### src/rtl/btn_conditioner.sv
// btn_conditioner: per-button two-flop synchroniser, counter-based debounce
// FSM, registered clean level, and one-cycle press / release / auto-repeat
// tick pulses for step-wise paddle motion.
module btn_conditioner #(
  parameter int N_BTN         = 2,
  parameter int ACTIVE_LOW    = 0,
  parameter int DB_CYCLES     = 500000,
  parameter int REPEAT_DELAY  = 25000000,
  parameter int REPEAT_PERIOD = 5000000
) (
  input  logic             clk,
  input  logic             reset_n,
  input  logic [N_BTN-1:0] btn_in,
  output logic [N_BTN-1:0] btn_level,
  output logic [N_BTN-1:0] btn_press,
  output logic [N_BTN-1:0] btn_release,
  output logic [N_BTN-1:0] btn_tick
);

  localparam int DB_W    = (DB_CYCLES > 1) ? $clog2(DB_CYCLES) : 1;
  localparam int RPT_MAX = (REPEAT_DELAY > REPEAT_PERIOD) ? REPEAT_DELAY : REPEAT_PERIOD;
  localparam int RPT_W   = (RPT_MAX > 1) ? $clog2(RPT_MAX) : 1;

  localparam logic [DB_W-1:0]  DB_LAST     = DB_W'(DB_CYCLES - 1);
  localparam logic [RPT_W-1:0] DELAY_LAST  = RPT_W'(REPEAT_DELAY - 1);
  localparam logic [RPT_W-1:0] PERIOD_LAST = RPT_W'(REPEAT_PERIOD - 1);
  localparam logic             POL         = (ACTIVE_LOW != 0);

  typedef enum logic [1:0] {
    REL     = 2'd0,
    REL_CHK = 2'd1,
    PRS     = 2'd2,
    PRS_CHK = 2'd3
  } state_t;

  logic [N_BTN-1:0] sync1_q;
  logic [N_BTN-1:0] sync2_q;
  logic [N_BTN-1:0] s;

  // Two-flop synchroniser for the asynchronous pins.
  always_ff @(posedge clk or negedge reset_n) begin
    if (!reset_n) begin
      sync1_q <= '0;
      sync2_q <= '0;
    end else begin
      sync1_q <= btn_in;
      sync2_q <= sync1_q;
    end
  end

  // Normalise polarity so that 1 always means "pressed" downstream.
  assign s = sync2_q ^ {N_BTN{POL}};

  for (genvar gi = 0; gi < N_BTN; gi++) begin : g_chan
    state_t           state_q, state_d;
    logic [DB_W-1:0]  cnt_q, cnt_d;
    logic [RPT_W-1:0] rpt_q, rpt_d;
    logic [RPT_W-1:0] rpt_limit;
    logic             first_done_q, first_done_d;
    logic             level_q, level_d;
    logic             press_q, press_d;
    logic             release_q, release_d;
    logic             tick_q, tick_d;

    // First repeat waits the long delay, later ones use the short period.
    assign rpt_limit = first_done_q ? PERIOD_LAST : DELAY_LAST;

    // Debounce / auto-repeat next-state and pulse decode.
    always_comb begin
      state_d      = state_q;
      cnt_d        = cnt_q;
      rpt_d        = rpt_q;
      first_done_d = first_done_q;
      level_d      = level_q;
      press_d      = 1'b0;
      release_d    = 1'b0;
      tick_d       = 1'b0;
      case (state_q)
        REL: begin
          if (s[gi]) begin
            state_d = REL_CHK;
            cnt_d   = '0;
          end
        end
        REL_CHK: begin
          if (!s[gi]) begin
            state_d = REL;
            cnt_d   = '0;
          end else if (cnt_q == DB_LAST) begin
            state_d      = PRS;
            cnt_d        = '0;
            level_d      = 1'b1;
            press_d      = 1'b1;
            tick_d       = 1'b1;
            rpt_d        = '0;
            first_done_d = 1'b0;
          end else begin
            cnt_d = cnt_q + 1'b1;
          end
        end
        PRS: begin
          if (!s[gi]) begin
            state_d = PRS_CHK;
            cnt_d   = '0;
          end else if (rpt_q == rpt_limit) begin
            tick_d       = 1'b1;
            rpt_d        = '0;
            first_done_d = 1'b1;
          end else begin
            rpt_d = rpt_q + 1'b1;
          end
        end
        PRS_CHK: begin
          // Repeat counter is held here so a short release glitch only
          // delays the next tick instead of restarting the repeat cadence.
          if (s[gi]) begin
            state_d = PRS;
            cnt_d   = '0;
          end else if (cnt_q == DB_LAST) begin
            state_d      = REL;
            cnt_d        = '0;
            level_d      = 1'b0;
            release_d    = 1'b1;
            rpt_d        = '0;
            first_done_d = 1'b0;
          end else begin
            cnt_d = cnt_q + 1'b1;
          end
        end
        default: begin
          state_d = REL;
          cnt_d   = '0;
        end
      endcase
    end

    // Channel state and registered outputs.
    always_ff @(posedge clk or negedge reset_n) begin
      if (!reset_n) begin
        state_q      <= REL;
        cnt_q        <= '0;
        rpt_q        <= '0;
        first_done_q <= 1'b0;
        level_q      <= 1'b0;
        press_q      <= 1'b0;
        release_q    <= 1'b0;
        tick_q       <= 1'b0;
      end else begin
        state_q      <= state_d;
        cnt_q        <= cnt_d;
        rpt_q        <= rpt_d;
        first_done_q <= first_done_d;
        level_q      <= level_d;
        press_q      <= press_d;
        release_q    <= release_d;
        tick_q       <= tick_d;
      end
    end

    assign btn_level[gi]   = level_q;
    assign btn_press[gi]   = press_q;
    assign btn_release[gi] = release_q;
    assign btn_tick[gi]    = tick_q;
  end

endmodule
### config.mk
export PLATFORM = sky130hd
export DESIGN_NAME = btn_conditioner
export DESIGN_NICKNAME = d
export VERILOG_FILES = /design/src/rtl/btn_conditioner.sv
export SDC_FILE = /design/constraint.sdc
export NUM_CORES = 1
export LEC_CHECK = 0
export CORE_ASPECT_RATIO = 1.5
export CORE_UTILIZATION = 45
export DETAILED_ROUTE_END_ITERATION = 12
export HOLD_SLACK_MARGIN = 0.05
export SLEW_MARGIN = 20
export SYNTH_ARGS = -nofsm -noshare
export SYNTH_HDL_FRONTEND = slang
export SYNTH_SLANG_ARGS = --single-unit
### constraint.sdc
create_clock -name clk -period 2.9 [get_ports clk]
set_input_delay 0.58 -clock clk [delete_from_list [all_inputs] [get_ports clk]]
set_output_delay 0.58 -clock clk [all_outputs]
set_load 0.02 [all_outputs]
==> flow_summary.ini, run 1 <==
[finish]
diodes = 0
nNetsFinal = 724
design_area_sq_um = 7130
layout-drive-gt1-share_pct = 11.1
syn2layout_area_growth_pct = 8.57
stdcell_count = 903

[floorplan]
die_h_um = 150
start_util_pct = 46.5
die_area_sq_um = 15100
num_rows = 53
die_w_um = 101
core_sq_um = 14100
num_io_pins = 12

[synthesis]
synth_edf_count = 0
synth-seq-cells = 106
syn-num-nets = 730
async_flop_share_pct = 100
synth_top_flop_cell = dfrtp_1
synth_cell_types = 81
synthesis.area_sq_um = 6570
syn_inst = 712
ys_seq_area_share_pct = 40.4
syn_area_per_cell_sq_um = 9.23
ys_warn_count = 0

[critical_path]
required_ns = 3.15
setup.worst_path.end = g_chan[0].rpt_q[5]
r2r_setup_slack_ns = 0.31
cp_max_fo = 23
crit_chain = or4b_4 > or4_4 > o21ai_2 > nand3_4 > o41ai_1
r2r-end = g_chan[0].rpt_q[5]
r2r.worst_path.cells = 5
arrival_ns = 2.84
regToRegStartpoint = g_chan[0].cnt_q[5]
crit_slowest_cell = or4b_4
cp-end-kind = flip-flop
worstSetupPathType = reg -> reg
startpoint = g_chan[0].cnt_q[5]
cp-start-kind = flip-flop
cp_slowest_stage_delay_ns = 0.55

[detailed_routing]
routed_wl_mm = 15.6
num_vias = 5483
vias_per_cell = 6.07
drtAntennaViolNets = 0
drc = 0
drt-initial-drc-count = 311
dr.pass1.iters = 4
wl_per_cell_um = 17.2

[timing]
drv_slew = 0
rsz0062_at_grt = false
period_share_pct = 89.3
tightest_slew_ns = 0.738
maxSlewHeadroom_pct = 50.4
fin_ws_ns = 0.309
finalSetupViolCount = 0
hold_violations = 0
fin_crit_ns = 2.59
setup_tns_ns = 0
fmax_mhz = 386
skew_ns = 0.0103

[pwr]
p_sw_uw = 1420
cellPowerDensity_nw_per_um2 = 574
p_seq_share_pct = 39.9
p_leak_uw = 0.00286
p_comb_share_pct = 28.3
power.internal_uw = 2670
vdd_drop_max_uv = 307
swShare_pct = 34.8
power_frac_clock_pct = 31.8

[cts]
htree_levels = 3
hold_buffers = 0
ctsRootBufferMaster = clkbuf_16
clk_pin_slew_ns = 0.07
cts.sinks = 106
cts_inserted_buffers = 9
clk_path_buf_depth = 2
cts.repair.resized = 0
cts_tree = yes
post_cts_buffers = 0
clk_latency_ns = 0.36

[placed_design]
dpl_worst_slack_ns = 0.309
hpwl_mm = 10.7
port_buffers = 11
dpl.cell_count = 887
post_dp_cell_area_sq_um = 6830
gp_congestion = 0.809

[flow_run]
cap_violations = 0

[global_route]
grt_start_max_net_pins = 86
globalRouteTotalUtil_pct = 22.6
grt_overflow = 0
grt_pass1_vias = 5600
antenna_found_initial = 0
grt_pass1_wl_mm = 27.1

[run_status]
status = finished clean

[min_path]
hp-class = in -> async
[synth_stat cells (9+ instances only)]
cell type,number,share of area [%]
o21ai_0,30,2.3
and2_1,28,2.7
nand4_1,31,3.0
inv_1,26,1.5
o31ai_1,17,1.9
nand2_1,71,4.1
nor2_1,37,2.1
ha_1,14,2.7
and4_1,15,2.0
dfrtp_1,106,40
o21a_1,9,1.0
nor3_1,19,1.4
o31ai_2,14,2.7
a32oi_1,10,1.3
a31oi_1,10,0.95
clkbuf_1,24,1.4
a22oi_1,9,1.0
buf_2,10,0.76
and3_1,12,1.1
nor4_1,10,0.95
a21oi_1,18,1.4
nand3_1,42,3.2
a21o_1,9,1.0
[registers in the layout, summed over array words and instances, names as in the netlist, named ones only]
name                 cells
s                        2
g_chan.press_q           2
g_chan.release_q         2
g_chan.cnt_q            38
sync1_q                  2
g_chan.tick_q            2
g_chan.state_q           2
g_chan.first_done_q      2
g_chan.rpt_q            50
g_chan.level_q           2
[stage by stage]
| step | utilization, % | power, uW | hold WS, ns |
|---|---|---|---|
| floorplan | - | 2480 | 0.284 |
| global placement | 48.3 | 2770 | 0.344 |
| detailed placement | 48.3 | 2820 | 0.339 |
| CTS | 50.5 | 4120 | 0.111 |
| global route | 50.5 | 4340 | 0.124 |
| finish | 50.5 | 4090 | 0.105 |
[metal layers]
metal	track usage, %	vias to the layer above	wire, um
met5	0	-	0
met4	9.06	0	216
met3	4.25	13	443
met2	39.5	96	8240
met1	27.0	2691	6660
li1	-	2683	-
[critical path, delay by kind of cell, from the launching register on]
kind	cells	cell delay, ns
AOI/OAI and AO/OA	2	0.61
and+or+nand+nor	3	1.40
DFF	1	0.46
[worst min path at each step]
stage                     startpoint                 to  slack (ns)  cells after the start
after CTS                    reset_n  g_chan[0].press_q        0.11                      1
after floorplan              reset_n          async pin        0.28                      0
after detailed placement  sync1_q[0]               s[0]        0.34                      0
after global placement    sync1_q[1]               s[1]        0.34                      0
after global routing         reset_n  g_chan[0].press_q        0.12                      1
final                        reset_n  g_chan[0].press_q        0.10                      1
[placed cells by master, fill, tap and decap left out, types with 10 or more instances in the layout]
cell type / count
and2_1: 28
clkdlybuf4s50_1: 10
ha_1: 14
nand3_1: 42
nor3_1: 19
o31ai_2: 14
nand4_1: 31
nor2_1: 37
a21oi_1: 17
buf_4: 21
and4_1: 15
nand2_1: 71
o31ai_1: 17
inv_1: 26
a32oi_1: 10
o21ai_0: 30
a31oi_1: 10
nor4_1: 10
dfrtp_1: 106
and3_1: 12
[power groups by stage]
stage                     Combinational, uW  Clock [uW]  Sequential (uW)
after global placement                 1120           0             1650
after global routing                   1310        1390             1650
after CTS                              1160        1320             1630
after floorplan                         840           0             1640
final                                  1160        1300             1630
after detailed placement               1160           0             1660
[cells by family (layout without fill, tap and decap cells)]
family          count (synthesis)  count (layout)  share of synthesized area [%]
mux                             8               8                           1.28
fa+ha+maj                      14              14                           2.67
compound gates                195             195                           23.0
simple gates                  307             307                           26.2
flops                         106             106                           40.4
xor+xnor                        7               7                          0.933
buf+inv                        75              74                           5.52
[final cells by class]
| class | count | area, sq um |
|---|---|---|
| timing repair buffer | 32 | 278 |
| clock inverter | 3 | 46.3 |
| multi-input combinational | 531 | 3560 |
| tap | 192 | 240 |
| inverter | 26 | 97.6 |
| sequential | 106 | 2650 |
| clock buffer | 13 | 260 |
| fill | 1296 | 6990 |
Power figures use the tool's default switching activity.
==> run 2, diff against run 1 <==
- SETUP_SLACK_MARGIN: unset -> 0.02
==> results of run 2 <==
No change in the layout: final DEF, timing and power equal those of run 1.
==> run 3, diff against run 2 <==
- GPL_ROUTABILITY_DRIVEN: unset -> 0
==> results of run 3 <==
No change in the layout: final DEF, timing and power equal those of run 1.
